File: src/rtl/csr_pkg.sv
// rtl/csr_pkg.sv - shared CSR access-type encoding used by the CSR register file port
package csr_pkg;

    typedef enum logic [1:0] {
        READ_ONLY = 2'b00,
        WRITE     = 2'b01,
        SET       = 2'b10,
        CLEAR     = 2'b11
    } csr_access_t;

endpackage

File: src/rtl/trap_pkg.sv
// rtl/trap_pkg.sv - trap sequencer states, machine CSR numbers and cause codes (TVAL_WR only with TRAP_MTVAL_EN)
package trap_pkg;

    typedef enum logic [2:0] {
        IDLE     = 3'd0,
        EPC_WR   = 3'd1,
        CAUSE_WR = 3'd2,
`ifdef TRAP_MTVAL_EN
        TVAL_WR  = 3'd3,
`endif
        TVEC_RD  = 3'd4,
        EPC_RD   = 3'd5,
        DONE     = 3'd6
    } trap_state_t;

    localparam logic [11:0] MEPC   = 12'h341;
    localparam logic [11:0] MCAUSE = 12'h342;
    localparam logic [11:0] MTVAL  = 12'h343;
    localparam logic [11:0] MTVEC  = 12'h305;

    localparam logic [3:0] CAUSE_ILLEGAL_INSTR = 4'd2;
    localparam logic [3:0] CAUSE_BREAKPOINT    = 4'd3;
    localparam logic [3:0] CAUSE_ECALL_M       = 4'd11;

    // Both mepc and trap targets are word aligned; the low bits are never honoured.
    function automatic logic [31:0] align_word(input logic [31:0] addr);
        return {addr[31:2], 2'b00};
    endfunction

endpackage

File: src/rtl/trap_csr_port_mux.sv
// rtl/trap_csr_port_mux.sv - selects decoder or sequencer access onto the single CSR file port
module trap_csr_port_mux (
    input  logic        sel_ins,
    input  logic [11:0] ins_number,
    input  logic [1:0]  ins_access_type,
    input  logic [31:0] ins_wdata,
    input  logic [11:0] fsm_number,
    input  logic [1:0]  fsm_access_type,
    input  logic [31:0] fsm_wdata,
    output logic [11:0] csr_number,
    output logic [1:0]  csr_access_type,
    output logic [31:0] csr_wdata
);

    assign csr_number      = sel_ins ? ins_number      : fsm_number;
    assign csr_access_type = sel_ins ? ins_access_type : fsm_access_type;
    assign csr_wdata       = sel_ins ? ins_wdata       : fsm_wdata;

endmodule

File: src/rtl/trap_sequencer.sv
// rtl/trap_sequencer.sv - exception/mret sequencer owning the CSR file port; TRAP_MTVAL_EN adds the mtval write
module trap_sequencer
    import trap_pkg::*;
    import csr_pkg::*;
(
    input  logic        clk,
    input  logic        reset,
    input  logic        trap_req,
    input  logic [3:0]  trap_cause,
    input  logic [31:0] trap_pc,
    input  logic [31:0] trap_val,
    input  logic        mret_req,
    input  logic        ins_valid,
    input  logic [11:0] ins_number,
    input  logic [1:0]  ins_access_type,
    input  logic [31:0] ins_wdata,
    output logic        ins_ready,
    output logic [31:0] ins_rdata,
    output logic [11:0] csr_number,
    output logic [1:0]  csr_access_type,
    output logic [31:0] csr_wdata,
    input  logic [31:0] csr_rdata,
    output logic        busy,
    output logic        redirect_valid,
    output logic [31:0] redirect_pc
);

    trap_state_t state;
    trap_state_t state_nxt;

    logic [3:0]  cause_q;
    logic [31:0] pc_q;
`ifdef TRAP_MTVAL_EN
    logic [31:0] val_q;
`else
    logic        unused_trap_val;
    assign unused_trap_val = ^trap_val;
`endif

    logic [11:0] fsm_number;
    csr_access_t fsm_access_type;
    logic [31:0] fsm_wdata;
    logic        load_redirect;
    logic        pass_through;

    // Decoder only owns the port in a quiet IDLE cycle; a pending trap/mret takes it away.
    assign pass_through = !reset && (state == IDLE) && !trap_req && !mret_req;
    assign ins_ready    = pass_through && ins_valid;
    assign ins_rdata    = csr_rdata;

    assign busy           = (state != IDLE);
    assign redirect_valid = (state == DONE);

    always_ff @(posedge clk) begin
        if (reset) begin
            state       <= IDLE;
            cause_q     <= 4'd0;
            pc_q        <= 32'd0;
`ifdef TRAP_MTVAL_EN
            val_q       <= 32'd0;
`endif
            redirect_pc <= 32'd0;
        end else begin
            state <= state_nxt;
            if (state == IDLE && trap_req) begin
                cause_q <= trap_cause;
                pc_q    <= trap_pc;
`ifdef TRAP_MTVAL_EN
                val_q   <= trap_val;
`endif
            end
            if (load_redirect) begin
                redirect_pc <= align_word(csr_rdata);
            end
        end
    end

    always_comb begin
        state_nxt       = state;
        fsm_number      = 12'h000;
        fsm_access_type = READ_ONLY;
        fsm_wdata       = 32'd0;
        load_redirect   = 1'b0;

        case (state)
            IDLE: begin
                if (trap_req) begin
                    state_nxt = EPC_WR;
                end else if (mret_req) begin
                    state_nxt = EPC_RD;
                end
            end
            EPC_WR: begin
                fsm_number      = MEPC;
                fsm_access_type = WRITE;
                fsm_wdata       = align_word(pc_q);
                state_nxt       = CAUSE_WR;
            end
            CAUSE_WR: begin
                fsm_number      = MCAUSE;
                fsm_access_type = WRITE;
                fsm_wdata       = {28'd0, cause_q};
`ifdef TRAP_MTVAL_EN
                state_nxt       = TVAL_WR;
`else
                state_nxt       = TVEC_RD;
`endif
            end
`ifdef TRAP_MTVAL_EN
            TVAL_WR: begin
                fsm_number      = MTVAL;
                fsm_access_type = WRITE;
                fsm_wdata       = val_q;
                state_nxt       = TVEC_RD;
            end
`endif
            // Mode bits of mtvec are dropped, so vectored mode lands on the base like direct mode.
            TVEC_RD: begin
                fsm_number    = MTVEC;
                load_redirect = 1'b1;
                state_nxt     = DONE;
            end
            EPC_RD: begin
                fsm_number    = MEPC;
                load_redirect = 1'b1;
                state_nxt     = DONE;
            end
            DONE: begin
                state_nxt = IDLE;
            end
            default: begin
                state_nxt = IDLE;
            end
        endcase

        // A write in flight when reset lands is abandoned rather than completed.
        if (reset) begin
            fsm_number      = 12'h000;
            fsm_access_type = READ_ONLY;
            fsm_wdata       = 32'd0;
        end
    end

    trap_csr_port_mux u_port_mux (
        .sel_ins         (ins_ready),
        .ins_number      (ins_number),
        .ins_access_type (ins_access_type),
        .ins_wdata       (ins_wdata),
        .fsm_number      (fsm_number),
        .fsm_access_type (fsm_access_type),
        .fsm_wdata       (fsm_wdata),
        .csr_number      (csr_number),
        .csr_access_type (csr_access_type),
        .csr_wdata       (csr_wdata)
    );

endmodule

File: config.mk
export PLATFORM = sky130hd
export DESIGN_NAME = trap_sequencer
export DESIGN_NICKNAME = d
export VERILOG_FILES = /design/src/rtl/csr_pkg.sv /design/src/rtl/trap_pkg.sv /design/src/rtl/trap_csr_port_mux.sv /design/src/rtl/trap_sequencer.sv
export SDC_FILE = /design/constraint.sdc
export NUM_CORES = 1
export LEC_CHECK = 0
export BUFFER_PORTS_ARGS = -buffer_cell sky130_fd_sc_hd__buf_2
export CORE_MARGIN = 2
export CORE_UTILIZATION = 37
export CTS_CLUSTER_SIZE = 14
export DETAILED_ROUTE_END_ITERATION = 8
export PLACE_DENSITY_LB_ADDON = 0.3
export SLEW_MARGIN = 0
export SYNTH_ARGS = -nofsm -noshare
export SYNTH_HDL_FRONTEND = slang
export SYNTH_HIERARCHICAL = 1
export SYNTH_SLANG_ARGS = --single-unit
File: constraint.sdc
create_clock -name clk -period 1.9 [get_ports clk]
set_input_delay 0.19 -clock clk [delete_from_list [all_inputs] [get_ports clk]]
set_output_delay 0.19 -clock clk [all_outputs]
set_load 0.02 [all_outputs]
==> flow_summary.yaml <==
outcome:
  status: "finished with violations"
  violations: "setup timing"
clocking:
  cts_tree: "yes"
  ctsHtreeMaxLevel: 3
  clock-root-buffer: "clkbuf_8"
  clk_latency_ns: 0.34
  clk_pin_slew_ns: 0.07
  cts_buffer_depth: 2
  numClockSinks: 67
  numCtsBuffers: 9
floorplanning:
  die_y_um: 104
  io_pins: 264
  dieArea_um2: 10800
  die_x_um: 104
  rows: 36
  core_area_um2: 9730
  initial_core_util_pct: 38.0
setup_path:
  crit_path_end_kind: "output pin"
  cp.required_ns: 1.71
  crit_fanout: 13
  path_cells: "or3_4 -> nor4bb_4 -> buf_4 -> buf_12 -> mux2_2 -> buf_2"
  cp_slowest_stage_delay_ns: 0.40
  crit_arrival_ns: 2.20
  critPathSlowestCell: "or3_4"
  critPathLaunchType: "register"
  criticalPathCategory: "register to output pin"
global_route:
  grt.total_usage_pct: 17.1
  antenna_found_initial: 0
  grt_pass1_vias: 3158
  grt_max_degree: 45
  overflow: 0
  grt_pass1_wl_mm: 15.1
sta:
  finClkSkew_ns: 0.00929
  fmax_mhz: 418
  final_max_slew_viol_count: 0
  period_share_pct: 126
  hold_violations: 0
  finalSetupViolCount: 47
  finalSetupTns_ns: -19.90
  min_period_ns: 2.39
  setup_slack_ns: -0.494
  rsz0062_at_grt: "true"
run:
  drv_cap: 0
route:
  antenna_left: 0
  detail_route.vias_per_cell: 4.55
  drtIter0Drc: 129
  route.vias.total: 3478
  firstDrtPassIters: 4
  routed_wl_mm: 9.83
  routedWlPerCell_um: 12.8
  drc_errors: 0
synth:
  async_reset_ff_share_pct: 0
  syn_area_um2: 3700
  synth-main-ff-cell: "dfxtp_1"
  synth_edf_count: 0
  ys_seq_elements: 67
  synthCells: 428
  synthTopCellsByArea: "dfxtp_1, mux2_4, nand2_1, a21oi_1, buf_4"
  synth_top_area_share_pct: 36.3
  syn_avg_cell_area_um2: 8.64
  yosys.area.top_type: "dfxtp_1"
  yosysMostFrequentCell: "nand2_1"
  synth_top_cells_by_count: "nand2_1, dfxtp_1, a21oi_1"
  ys_warn_count: 6
  synth-seq-area-share_pct: 36.3
  synthDistinctLibCells: 28
final_layout:
  fillers: 909
  finalNonFillerCells: 765
  antenna_cells: 0
  drive_gt1_share_pct: 50.2
  final_core_util_pct: 53.6
  area_growth_syn_to_layout_pct: 41.0
  nNetsFinal: 778
power_and_ir_drop:
  p_leak_nw: 2.51
  ir_drop_mv: 0.492
  cellPowerDensity_nw_per_um2: 809
placed_design:
  dp_hpwl_mm: 7.24
  dp.cells: 744
  gp_congestion: 0.787
  io_buffers: 223
worst_hold_path:
  hp-class: "input pin to register"
registers in the layout (all words and copies together), names as in the netlist:
| register | count |
|---|---|
| cause_q | 4 |
| redirect_pc | 30 |
| state | 3 |
| pc_q | 30 |
cell type report:
| class | count | area [um2] | area share (%) |
|---|---|---|---|
| Multi-Input combinational cell | 303 | 1920 | 36.7 |
| Timing Repair Buffer | 246 | 1550 | 29.7 |
| Sequential cell | 67 | 1340 | 25.8 |
| Tap cell | 133 | 166 | 3.19 |
| Clock buffer | 11 | 141 | 2.71 |
| Clock inverter | 5 | 100 | 1.92 |
critical path: cells and delay by family (launching register included):
family                 cells  cell delay (ns)
and+or+nand+nor            2             0.68
muxes                      1             0.35
DFF                        1             0.32
buffers and inverters      3             0.51
cells in the final DEF (no fill, tap or decap), drive strengths merged:
cell / count
a21oi: 65
a22o: 2
and2: 30
and3b: 1
buf: 245
bufinv: 3
clkbuf: 12
clkinv: 2
conb: 9
dfxtp: 67
mux2: 46
mux2i: 1
nand2: 129
nand2b: 1
nor2: 4
nor2b: 2
nor3: 3
nor4b: 4
nor4bb: 1
o21ai: 2
or2: 1
or3: 1
or4b: 1
stage by stage:
step                      hold WS (ns)  cell area, um2  power, mW  worst slack, ns
after CTS                       0.0727            5050       4.25           -0.542
after floorplan                  0.326            3760       2.46           -0.324
final                           0.0868            5220       4.22           -0.494
after detailed placement         0.380            4700       2.78           -0.229
after global routing            0.0665            5220       4.45           -0.606
after global placement           0.380            4700       2.75           -0.183
what timing repair did:
action	4_1_cts	5_1_grt
pin swaps	1	1
hold buffers	0	0
setup buffers	2	1
setup endpoints to repair	47	47
gates cloned	1	1
gates resized for setup	22	42
path summary, 6_finish.rpt:
| check | startpoint | endpoint | slack (ns) | cells past startpoint |
|---|---|---|---|---|
| min | trap_pc[5] | pc_q[5]$_SDFFE_PP0P_ | 0.09 | 3 |
| max reg2reg | state[2]$_SDFFE_PP0P_ | pc_q[22]$_SDFFE_PP0P_ | 0.31 | 4 |
| max | state[2]$_SDFFE_PP0P_ | csr_access_type[0] | -0.49 | 6 |
| min reg2reg | pc_q[4]$_SDFFE_PP0P_ | pc_q[4]$_SDFFE_PP0P_ | 0.45 | 2 |
cell families after synthesis:
logic type	Yosys count	share of synthesized area (%)
other	1	0.101
multiplexers	47	18.3
AO/OA/AOI/OAI	69	9.54
AND/OR/NAND/NOR	178	22.2
flip-flops	67	36.3
buffers and inverters	66	13.5
routing by layer:
layer / GRT usage (%) / share of wire [%] / wire length (um) / vias to the layer above
met5: 0 / 0 / 0 / -
met4: 6.08 / 1.6 / 153 / 0
met3: 4.89 / 7.2 / 712 / 14
met2: 29.8 / 50 / 4880 / 155
met1: 20.0 / 42 / 4090 / 1557
li1: - / - / - / 1752
power breakdown:
part / internal (mW) / switching [mW] / total, mW
registers: 1.55 / 0.0629 / 1.61
logic: 0.505 / 0.678 / 1.18
clock network: 0.904 / 0.524 / 1.43
total: 2.95 / 1.26 / 4.22
No activity file was read; power rests on OpenSTA's default activity.
